<file path="src/rtl/mpg_pkg.sv">
// Shared types and limits for the multiphase clock/enable generator.
// Latency: n/a (declarations only).
// Backpressure: n/a. The WAIT state exists only when MPG_STEP_EN is defined.
package mpg_pkg;

  localparam int MPG_CFG_W_DFLT = 8;
  localparam int MPG_PHASES_MIN = 2;
  localparam int MPG_PHASES_MAX = 8;

  typedef enum logic [1:0] {
    ST_IDLE = 2'd0,
    ST_ON   = 2'd1,
`ifdef MPG_STEP_EN
    ST_GAP  = 2'd2,
    ST_WAIT = 2'd3
`else
    ST_GAP  = 2'd2
`endif
  } mpg_state_e;

endpackage

</file>
<file path="src/rtl/mpg_dcount.sv">
// Loadable down-counter with a zero flag; shared by the ON and GAP states.
// Latency: a load or decrement is visible one CLK after the request.
// Backpressure: none. It holds at zero instead of wrapping.
module mpg_dcount #(
  parameter int W = 8
) (
  input  logic         CLK,
  input  logic         RST_N,
  input  logic         ld,
  input  logic [W-1:0] ld_val,
  input  logic         dec,
  output logic         zero
);

  logic [W-1:0] cnt_q;
  logic [W-1:0] cnt_d;

  // A load wins over a decrement. A decrement at zero is ignored.
  always_comb begin
    cnt_d = cnt_q;
    if (ld) begin
      cnt_d = ld_val;
    end else if (dec && (cnt_q != '0)) begin
      cnt_d = cnt_q - W'(1);
    end
  end

  // Counter register.
  always_ff @(posedge CLK or negedge RST_N) begin
    if (!RST_N) begin
      cnt_q <= '0;
    end else begin
      cnt_q <= cnt_d;
    end
  end

  assign zero = (cnt_q == '0);

endmodule

</file>
<file path="src/rtl/multiphase_clkgen.sv">
// N-phase non-overlapping one-hot phase generator with programmable high time and dead gap; optional single-step mode (MPG_STEP_EN).
// Latency: EN sampled at edge k -> PH[0] at edge k+1; all outputs are flops that trail the FSM by one cycle.
// Backpressure: EN is only sampled in IDLE and at rotation boundaries; with MPG_STEP_EN and SSTEP=1 each phase waits for STEP.
module multiphase_clkgen
  import mpg_pkg::*;
#(
  parameter int PHASES = 2,
  parameter int CFG_W  = MPG_CFG_W_DFLT
) (
  input  logic              CLK,
  input  logic              RST_N,
  input  logic              EN,
  input  logic [CFG_W-1:0]  HIGH_CYC,
  input  logic [CFG_W-1:0]  GAP_CYC,
`ifdef MPG_STEP_EN
  input  logic              STEP,
  input  logic              SSTEP,
`endif
  output logic [PHASES-1:0] PH,
  output logic              O_S,
  output logic              BUSY
);

  localparam int IDX_W = (PHASES > 2) ? $clog2(PHASES) : 1;
  localparam logic [IDX_W-1:0] LAST_IDX = IDX_W'(PHASES - 1);

  if ((PHASES < MPG_PHASES_MIN) || (PHASES > MPG_PHASES_MAX)) begin : g_bad_phases
    $error("multiphase_clkgen: PHASES out of range");
  end

  mpg_state_e        state_q, state_d;
  logic [IDX_W-1:0]  idx_q, idx_d;
  logic [CFG_W-1:0]  h_q, h_d;
  logic [CFG_W-1:0]  g_q, g_d;
  logic              bnd_q, bnd_d;
  logic [PHASES-1:0] ph_q, ph_d;
  logic              os_q, os_d;
  logic              busy_q, busy_d;

  logic              cnt_ld;
  logic [CFG_W-1:0]  cnt_ld_val;
  logic              cnt_dec;
  logic              cnt_zero;
  logic              phase_done;
  logic              go;
  logic [CFG_W-1:0]  hi_eff;

  // A zero high time behaves as one cycle.
  assign hi_eff = (HIGH_CYC == '0) ? CFG_W'(1) : HIGH_CYC;

  mpg_dcount #(.W(CFG_W)) u_cnt (
    .CLK    (CLK),
    .RST_N  (RST_N),
    .ld     (cnt_ld),
    .ld_val (cnt_ld_val),
    .dec    (cnt_dec),
    .zero   (cnt_zero)
  );

  // Next-state logic. The counter is reloaded with (length-1) on every state entry.
  always_comb begin
    state_d    = state_q;
    idx_d      = idx_q;
    h_d        = h_q;
    g_d        = g_q;
    bnd_d      = 1'b0;
    cnt_ld     = 1'b0;
    cnt_ld_val = '0;
    cnt_dec    = 1'b0;
    phase_done = 1'b0;
    go         = 1'b0;

    case (state_q)
      ST_IDLE: begin
        if (EN) begin
          h_d        = hi_eff;
          g_d        = GAP_CYC;
          idx_d      = '0;
          state_d    = ST_ON;
          cnt_ld     = 1'b1;
          cnt_ld_val = hi_eff - CFG_W'(1);
        end
      end
      ST_ON: begin
        if (!cnt_zero) begin
          cnt_dec = 1'b1;
        end else if (g_q != '0) begin
          state_d    = ST_GAP;
          cnt_ld     = 1'b1;
          cnt_ld_val = g_q - CFG_W'(1);
        end else begin
          phase_done = 1'b1;
        end
      end
      ST_GAP: begin
        if (!cnt_zero) begin
          cnt_dec = 1'b1;
        end else begin
          phase_done = 1'b1;
        end
      end
`ifdef MPG_STEP_EN
      ST_WAIT: begin
        go = STEP || !SSTEP;
      end
`endif
      default: state_d = ST_IDLE;
    endcase

`ifdef MPG_STEP_EN
    // In single-step mode a finished phase parks in WAIT instead of advancing.
    if (phase_done) begin
      if (SSTEP) begin
        state_d = ST_WAIT;
      end else begin
        go = 1'b1;
      end
    end
`else
    go = phase_done;
`endif

    // Advance to the next phase, or close the rotation and re-sample EN.
    if (go) begin
      if (idx_q != LAST_IDX) begin
        idx_d      = idx_q + IDX_W'(1);
        state_d    = ST_ON;
        cnt_ld     = 1'b1;
        cnt_ld_val = h_q - CFG_W'(1);
      end else begin
        bnd_d = 1'b1;
        idx_d = '0;
        if (EN) begin
          h_d        = hi_eff;
          g_d        = GAP_CYC;
          state_d    = ST_ON;
          cnt_ld     = 1'b1;
          cnt_ld_val = hi_eff - CFG_W'(1);
        end else begin
          state_d = ST_IDLE;
        end
      end
    end
  end

  // Output flops follow the current state, so the outputs trail the FSM by one cycle.
  always_comb begin
    ph_d   = (state_q == ST_ON) ? (PHASES'(1) << idx_q) : '0;
    busy_d = (state_q != ST_IDLE);
    os_d   = os_q ^ bnd_q;
  end

  // State and output registers; reset clears PH immediately.
  always_ff @(posedge CLK or negedge RST_N) begin
    if (!RST_N) begin
      state_q <= ST_IDLE;
      idx_q   <= '0;
      h_q     <= '0;
      g_q     <= '0;
      bnd_q   <= 1'b0;
      ph_q    <= '0;
      os_q    <= 1'b0;
      busy_q  <= 1'b0;
    end else begin
      state_q <= state_d;
      idx_q   <= idx_d;
      h_q     <= h_d;
      g_q     <= g_d;
      bnd_q   <= bnd_d;
      ph_q    <= ph_d;
      os_q    <= os_d;
      busy_q  <= busy_d;
    end
  end

  assign PH   = ph_q;
  assign O_S  = os_q;
  assign BUSY = busy_q;

endmodule

</file>
<file path="config.mk">
export PLATFORM = sky130hd
export DESIGN_NAME = multiphase_clkgen
export DESIGN_NICKNAME = d
export VERILOG_FILES = /design/src/rtl/mpg_pkg.sv /design/src/rtl/mpg_dcount.sv /design/src/rtl/multiphase_clkgen.sv
export SDC_FILE = /design/constraint.sdc
export NUM_CORES = 1
export LEC_CHECK = 0
export CAP_MARGIN = 20
export CORE_ASPECT_RATIO = 0.6
export CORE_MARGIN = 4
export CORE_UTILIZATION = 55
export CTS_CLUSTER_DIAMETER = 30
export DETAILED_ROUTE_END_ITERATION = 8
export GPL_ROUTABILITY_DRIVEN = 0
export PLACE_DENSITY = 0.77
export SLEW_MARGIN = 15
export SYNTH_ARGS = -nofsm -noshare
export SYNTH_HDL_FRONTEND = slang
export SYNTH_SLANG_ARGS = --single-unit
</file>
<file path="constraint.sdc">
create_clock -name CLK -period 4.35 [get_ports CLK]
set_input_delay 0.87 -clock CLK [delete_from_list [all_inputs] [get_ports CLK]]
set_output_delay 0.87 -clock CLK [all_outputs]
set_load 0.03 [all_outputs]
</file>
## Yosys cells after proc, flatten, opt, wreduce, memory -nomap -nowiden

Cells that the tools add are included.

| cells by class | value |
|---|---|
| $add $sub $neg | 5 |
| multipliers | 0 |
| div/mod/pow operators | 0 |
| order comparisons | 0 |
| equality and inequality tests | 6 |
| shifts and indexed selects | 1 |
| mux-type cells | 47 |
| bitwise logic cells | 1 |
| reductions and logical operators | 13 |

Operators by type and width:

| operator | count |
|---|---|
| two-way mux 8 bit | 19 |
| subtractor 8 x 1 -> 8 bit, second input constant | 4 |
| two-way mux 1 bit | 19 |
| zero test 8 bit | 2 |
| case mux 8 bit (2 select lines) | 1 |
| nonzero test 8 bit | 2 |
| two-way mux 2 bit | 5 |
| != test 3 bit, second input constant | 3 |
| nonzero test 2 bit | 4 |
| case mux 2 bit (3 select lines) | 1 |
| case mux 1 bit (2 select lines) | 2 |
| AND reduction 4 bit | 1 |
| == test 2 x 1 -> 1 bit, second input constant | 1 |
| == test 2 bit, second input constant | 1 |
| zero test 2 bit | 1 |
| != test 2 bit, second input constant | 1 |
| AND reduction 2 bit | 1 |
| OR reduction 2 bit | 1 |
| << shifter 1 x 1 -> 2 bit, first input constant | 1 |
| adder 1 bit, second input constant | 1 |
| logical AND 1 bit | 1 |
| bitwise XOR 1 bit | 1 |

| storage, ports and cells | value |
|---|---|
| register bits after elaboration | 32 |
| bits in latches | 0 |
| bits in writable memories | 0 |
| ROM bits | 0 |
| input bits | 19 |
| memories | 0 |

## Logic depth before layout (Yosys ltp)

| depth | value |
|---|---|
| word-level depth | 9 |
| depth in mapped cells | 9 |
| depth with buffers taken out | 9 |

## Cells and area by module

A second synthesis with hierarchy kept.

| unflattened totals | value |
|---|---|
| cell total of the unflattened synthesis | 237 |
| area total of the unflattened synthesis | 2199.6 um2 |

Modules (own cells, without submodules):

| module | instances | cells each | area each (um2) | sequential area each (um2) |
|---|---|---|---|---|
| multiphase_clkgen | 1 | 179 | 1671.6 | 600.6 |
| mpg_dcount | 1 | 58 | 528.0 | 200.2 |

## Worst setup path before layout

OpenSTA, ideal clock, no wires.

| timing path | value |
|---|---|
| kind | input port to flip-flop |
| from | input HIGH_CYC[2] |
| to | register u_cnt.cnt_q[4] |
| setup time | 0.124 ns |
| arrival time | 2.848 ns |
| setup slack | 1.378 ns |
| cell stages on the path | 9 |
| cells stage by stage | or4_1 > o41ai_1 > inv_1 > ha_1 > nor3b_1 > xor2_1 > nand2_1 > o22ai_1 > a211o_1 |

| on the way | value |
|---|---|
| word-level cells in the longest chain between the ends | 9 |

RTL lines:

| item | line | source |
|---|---|---|
| start: declaration | multiphase_clkgen.sv:13 | `input logic [CFG_W-1:0] HIGH_CYC,` |
| zero test 8 bit | multiphase_clkgen.sv:49 | `assign hi_eff = (HIGH_CYC == '0) ? CFG_W'(1) : HIGH_CYC;` |
| two-way mux 8 bit (*) | multiphase_clkgen.sv:49 |  |
| subtractor 8 x 1 -> 8 bit (*) | multiphase_clkgen.sv:81, multiphase_clkgen.sv:138 |  |
| two-way mux 8 bit | multiphase_clkgen.sv:75 | `if (EN) begin` |
| case mux 8 bit (2 select lines) | multiphase_clkgen.sv:73 | `case (state_q)` |
| two-way mux 8 bit | multiphase_clkgen.sv:133 | `if (EN) begin` |
| two-way mux 8 bit | multiphase_clkgen.sv:125 | `if (idx_q != LAST_IDX) begin` |
| two-way mux 8 bit (*) | multiphase_clkgen.sv:124 | `if (go) begin` |
| two-way mux 8 bit (*) | mpg_dcount.sv:21 | `if (ld) begin` |
| end signal: assignment | mpg_dcount.sv:33 | `cnt_q <= cnt_d;` |
| end: declaration | mpg_dcount.sv:15 | `logic [W-1:0] cnt_q;` |

Mark *: on every way between the ends. The rest lies on a longest branch, timed or not.
A chain may end at the register's enable or synchronous reset.

## Worst setup path in the final report

Same ends and word-level chain as after synthesis.

==> qor.txt <==
================================================================================
Max incr delay on CP                                                     0.63 ns
Reg2reg end                                                         u_cnt.cnt_q[3]$_DFFE_PN0P_
Part of the Yosys area used for sequential elements                       34.99%
Antenna cells                                                                  0
YS warnings                                                                    0
Amount of wire on met2 after detailed routing                            2359 um
Area Growth Syn to Fin                                                    15.42%
Synthesized netlist net count                                                268
Worst setup path class                                              input port to register
Number of standard-cell rows in the floorplan                                 17
Metal-1 WL                                                               2697 um
Setup repair after global routing missed its margin                        false
Sum of buffers and inverters on the critical path                              2
Standard cell with the maximum stage delay on the critical path     sky130_fd_sc_hd__or4_1
Commonest non-fill, non-tap cells in the layout                     32 x sky130_fd_sc_hd__dfrtp_1, 22 x sky130_fd_sc_hd__clkdlybuf4s50_1, 17 x sky130_fd_sc_hd__inv_1
Time the final worst path needs with I/O delays and setup               3.563 ns
Maximum root-to-sink buffer count                                              2
Post-CTS setup buffer count                                                    0
Chip width                                                              91.28 um
Register-to-register path setup slack                                    1.57 ns
All-Layer GR Usage                                                        22.90%
Async S/R FF share, synth                                                 100.0%
Syn Area/Cell                                                          9.535 um2
Clock insertion delay at the later pin of the skew report                0.29 ns
Source of the worst hold timing path                                bnd_q$_DFF_PN0_
Net count, final                                                             290
Die Span Y                                                              57.97 um
Pin count of the biggest net entering global routing                          33
Fraction of the cycle the final worst path needs                          81.90%
Post-CTS Hold Fix Bufs                                                         0
Setup slack after placement                                            0.5497 ns
Worst Path Arrival                                                       3.74 ns
Critical path endpoint category                                         register
Max Cap Violations                                                             0
Commonest non-fill, non-tap cell in the layout                      sky130_fd_sc_hd__dfrtp_1
Achievable Freq                                                        280.7 MHz
Power Density                                                       671.6 nW/um2
Total Routed Length                                                      5814 um
Port bufs                                                                     22
Startpoint of the most critical register-to-register path           g_q[0]$_DFF_PN0_
Family with the most delay on the worst path                        simple AND/OR/NAND/NOR gates
Setup crit start kind                                                 input port
Ports placed on the boundary                                                  23
Starting density of the core                                              59.77%
Endpoints failing setup                                                        0
Clk sinks                                                                     32
Detailed-route via count                                                    2043
Clock Root Buffer                                                   sky130_fd_sc_hd__clkbuf_8
Uppermost metal layer occupied by signal nets                               met4
Data required time at the worst endpoint                                 4.52 ns
Number of antenna violations at the first check in global routing              0
TritonCTS clock tree                                                         yes
Via count normalized by instance count                                     6.590
Routed wire length per instance                                         18.75 um
Clock transition at the registers of the reported paths                  0.07 ns
Wire length of the first global-routing pass                             9453 um
Worst-case vdd ir drop                                               0.0003367 V
Number of remaining DRC errors                                                 0
Mapped Area                                                             2288 um2
TritonRoute pass-1 iters                                                       5
Post-cts sizing count                                                          0
Number of enable flip-flop cells after synthesis                               0
Transition at the pin with the smallest max-transition slack           0.7540 ns
Core region area                                                        3829 um2
Antenna Nets Post-Route                                                        0
Fraction of final layout cells with drive strength greater than 1         14.07%
Maximum level of the CTS H-tree                                                2
Final setup slack of the worst path                                    0.7874 ns
Global route total overflow                                                    0
Detailed Route Iter0 Violations                                              225
Clock skew                                                           0.008246 ns
Count of unique library cells instantiated by Yosys                           58
Vias in the first global route                                              1925
Number of flip-flops and latches in the synthesized netlist                   32
Final max-slew violation count                                                 0
Number of buffers added by the clock tree synthesis step                       5
Critical path, cell by cell                                         clkdlybuf4s50_1 -> or4_1 -> o41ai_1 -> inv_1 -> ha_1 -> nor3b_1 -> xor2_1 -> nand2_1 -> o22ai_1 -> a211o_1
Relative slew slack                                                       49.50%
Logic depth of the worst register-to-register path                             7
Worst hold path type                                                register to register
Endpoints failing hold                                                         0
Number of cells on the critical path                                          10
Number of cells produced by synthesis                                        240
Leakage power total                                                  0.001056 uW
Hold endpoint                                                       O_S$_DFF_PN0_
HPWL after DPL                                                           4212 um
Met3 routed wirelength                                                    658 um
Post-synth top flop                                                 sky130_fd_sc_hd__dfrtp_1
Total Negative Setup Slacks                                                 0 ns
Result of the run                                                      completed
Number of stages on the worst hold path                                        1
CP Max Fanout                                                                  7
Die ar.                                                                 5291 um2
================================================================================
cells in the mapped netlist, types with 4 or more instances:
cell / count / area, um2
sky130_fd_sc_hd__nor3b_1: 4 / 30.03
sky130_fd_sc_hd__nor3_1: 11 / 55.05
sky130_fd_sc_hd__o21ai_0: 11 / 55.05
sky130_fd_sc_hd__or3_1: 4 / 25.02
sky130_fd_sc_hd__a211o_1: 4 / 35.03
sky130_fd_sc_hd__a31oi_1: 7 / 43.79
sky130_fd_sc_hd__inv_1: 17 / 63.81
sky130_fd_sc_hd__dfrtp_1: 32 / 800.8
sky130_fd_sc_hd__nor4_1: 5 / 31.28
sky130_fd_sc_hd__xor2_1: 5 / 43.79
sky130_fd_sc_hd__xnor2_1: 11 / 96.34
sky130_fd_sc_hd__ha_1: 9 / 112.6
sky130_fd_sc_hd__clkbuf_1: 4 / 15.01
sky130_fd_sc_hd__mux2_2: 14 / 157.7
sky130_fd_sc_hd__o22ai_1: 4 / 25.02
sky130_fd_sc_hd__nand2_1: 9 / 33.78
sky130_fd_sc_hd__a211oi_1: 5 / 37.54
sky130_fd_sc_hd__a21oi_1: 12 / 60.06
sky130_fd_sc_hd__or4_1: 8 / 60.06
sky130_fd_sc_hd__nor2_1: 13 / 48.80
metrics by stage:
step	hold WS [ns]	instances	instance area, um2	util [%]	power (uW)
final	0.4414	310	2641	68.99	1774
after global routing	0.4753	310	2641	68.99	1894
after CTS	0.4453	310	2641	68.99	1759
after detailed placement	0.4351	302	2534	66.18	1460
after global placement	0.4258	302	2534	66.18	1443
after floorplan	0.4204	240	2288	-	1231
worst max path at each step:
stage                      startpoint                    endpoint  slack (ns)
final                     HIGH_CYC[2]  u_cnt.cnt_q[4]$_DFFE_PN0P_        0.79
after global routing      HIGH_CYC[2]  u_cnt.cnt_q[4]$_DFFE_PN0P_        0.72
after CTS                 HIGH_CYC[2]  u_cnt.cnt_q[4]$_DFFE_PN0P_        0.84
after detailed placement  HIGH_CYC[2]  u_cnt.cnt_q[4]$_DFFE_PN0P_        0.55
after global placement    HIGH_CYC[2]  u_cnt.cnt_q[4]$_DFFE_PN0P_        0.65
after floorplan           HIGH_CYC[2]  u_cnt.cnt_q[4]$_DFFE_PN0P_        1.38
cell type report:
| cell class | instances | area, um2 |
|---|---|---|
| multi-input cells | 182 | 1379 |
| clock buffers | 6 | 72.57 |
| well taps | 47 | 58.81 |
| flip-flops and latches | 32 | 800.8 |
| fillers | 303 | 1187 |
| clock inverters | 2 | 35.03 |
| repair buffers | 23 | 227.7 |
| inverters | 18 | 67.56 |
kinds of logic after synthesis:
logic type | share of synthesized area [%]
compound gates | 21.10
xor+xnor | 6.123
fa+ha+maj | 4.921
buf+inv | 4.756
flops | 34.99
mux | 8.201
simple gates | 19.90
metal layers:
layer / vias to the layer above / GRT usage (%)
met4: 0 / 6.652
met2: 110 / 31.28
met3: 19 / 8.301
met1: 962 / 33.66
li1: 952 / -
met5: - / 0
power by group:
part           switching, uW  internal [uW]  leakage [uW]
Sequential               185            432      0.000390
Combinational            474            396      0.000610
Clock                    117            170     0.0000552
Total                    776            998       0.00106
sequential cells by signal, summed over array words and instances, names as in the netlist:
register     count
O_S              1
idx_q            1
bnd_q            1
BUSY             1
h_q              8
u_cnt.cnt_q      8
state_q          2
PH               2
g_q              8
worst register-to-register path, delay by kind of cell (launching register included):
kind,cells,cell delay (ns)
AO/OA/AOI/OAI,2,0.82
adder cells (fa/ha/maj),1,0.16
buffers and inverters,1,0.12
flip-flops,1,0.48
AND/OR/NAND/NOR,3,1.12
No activity file was read; power rests on OpenSTA's default activity.
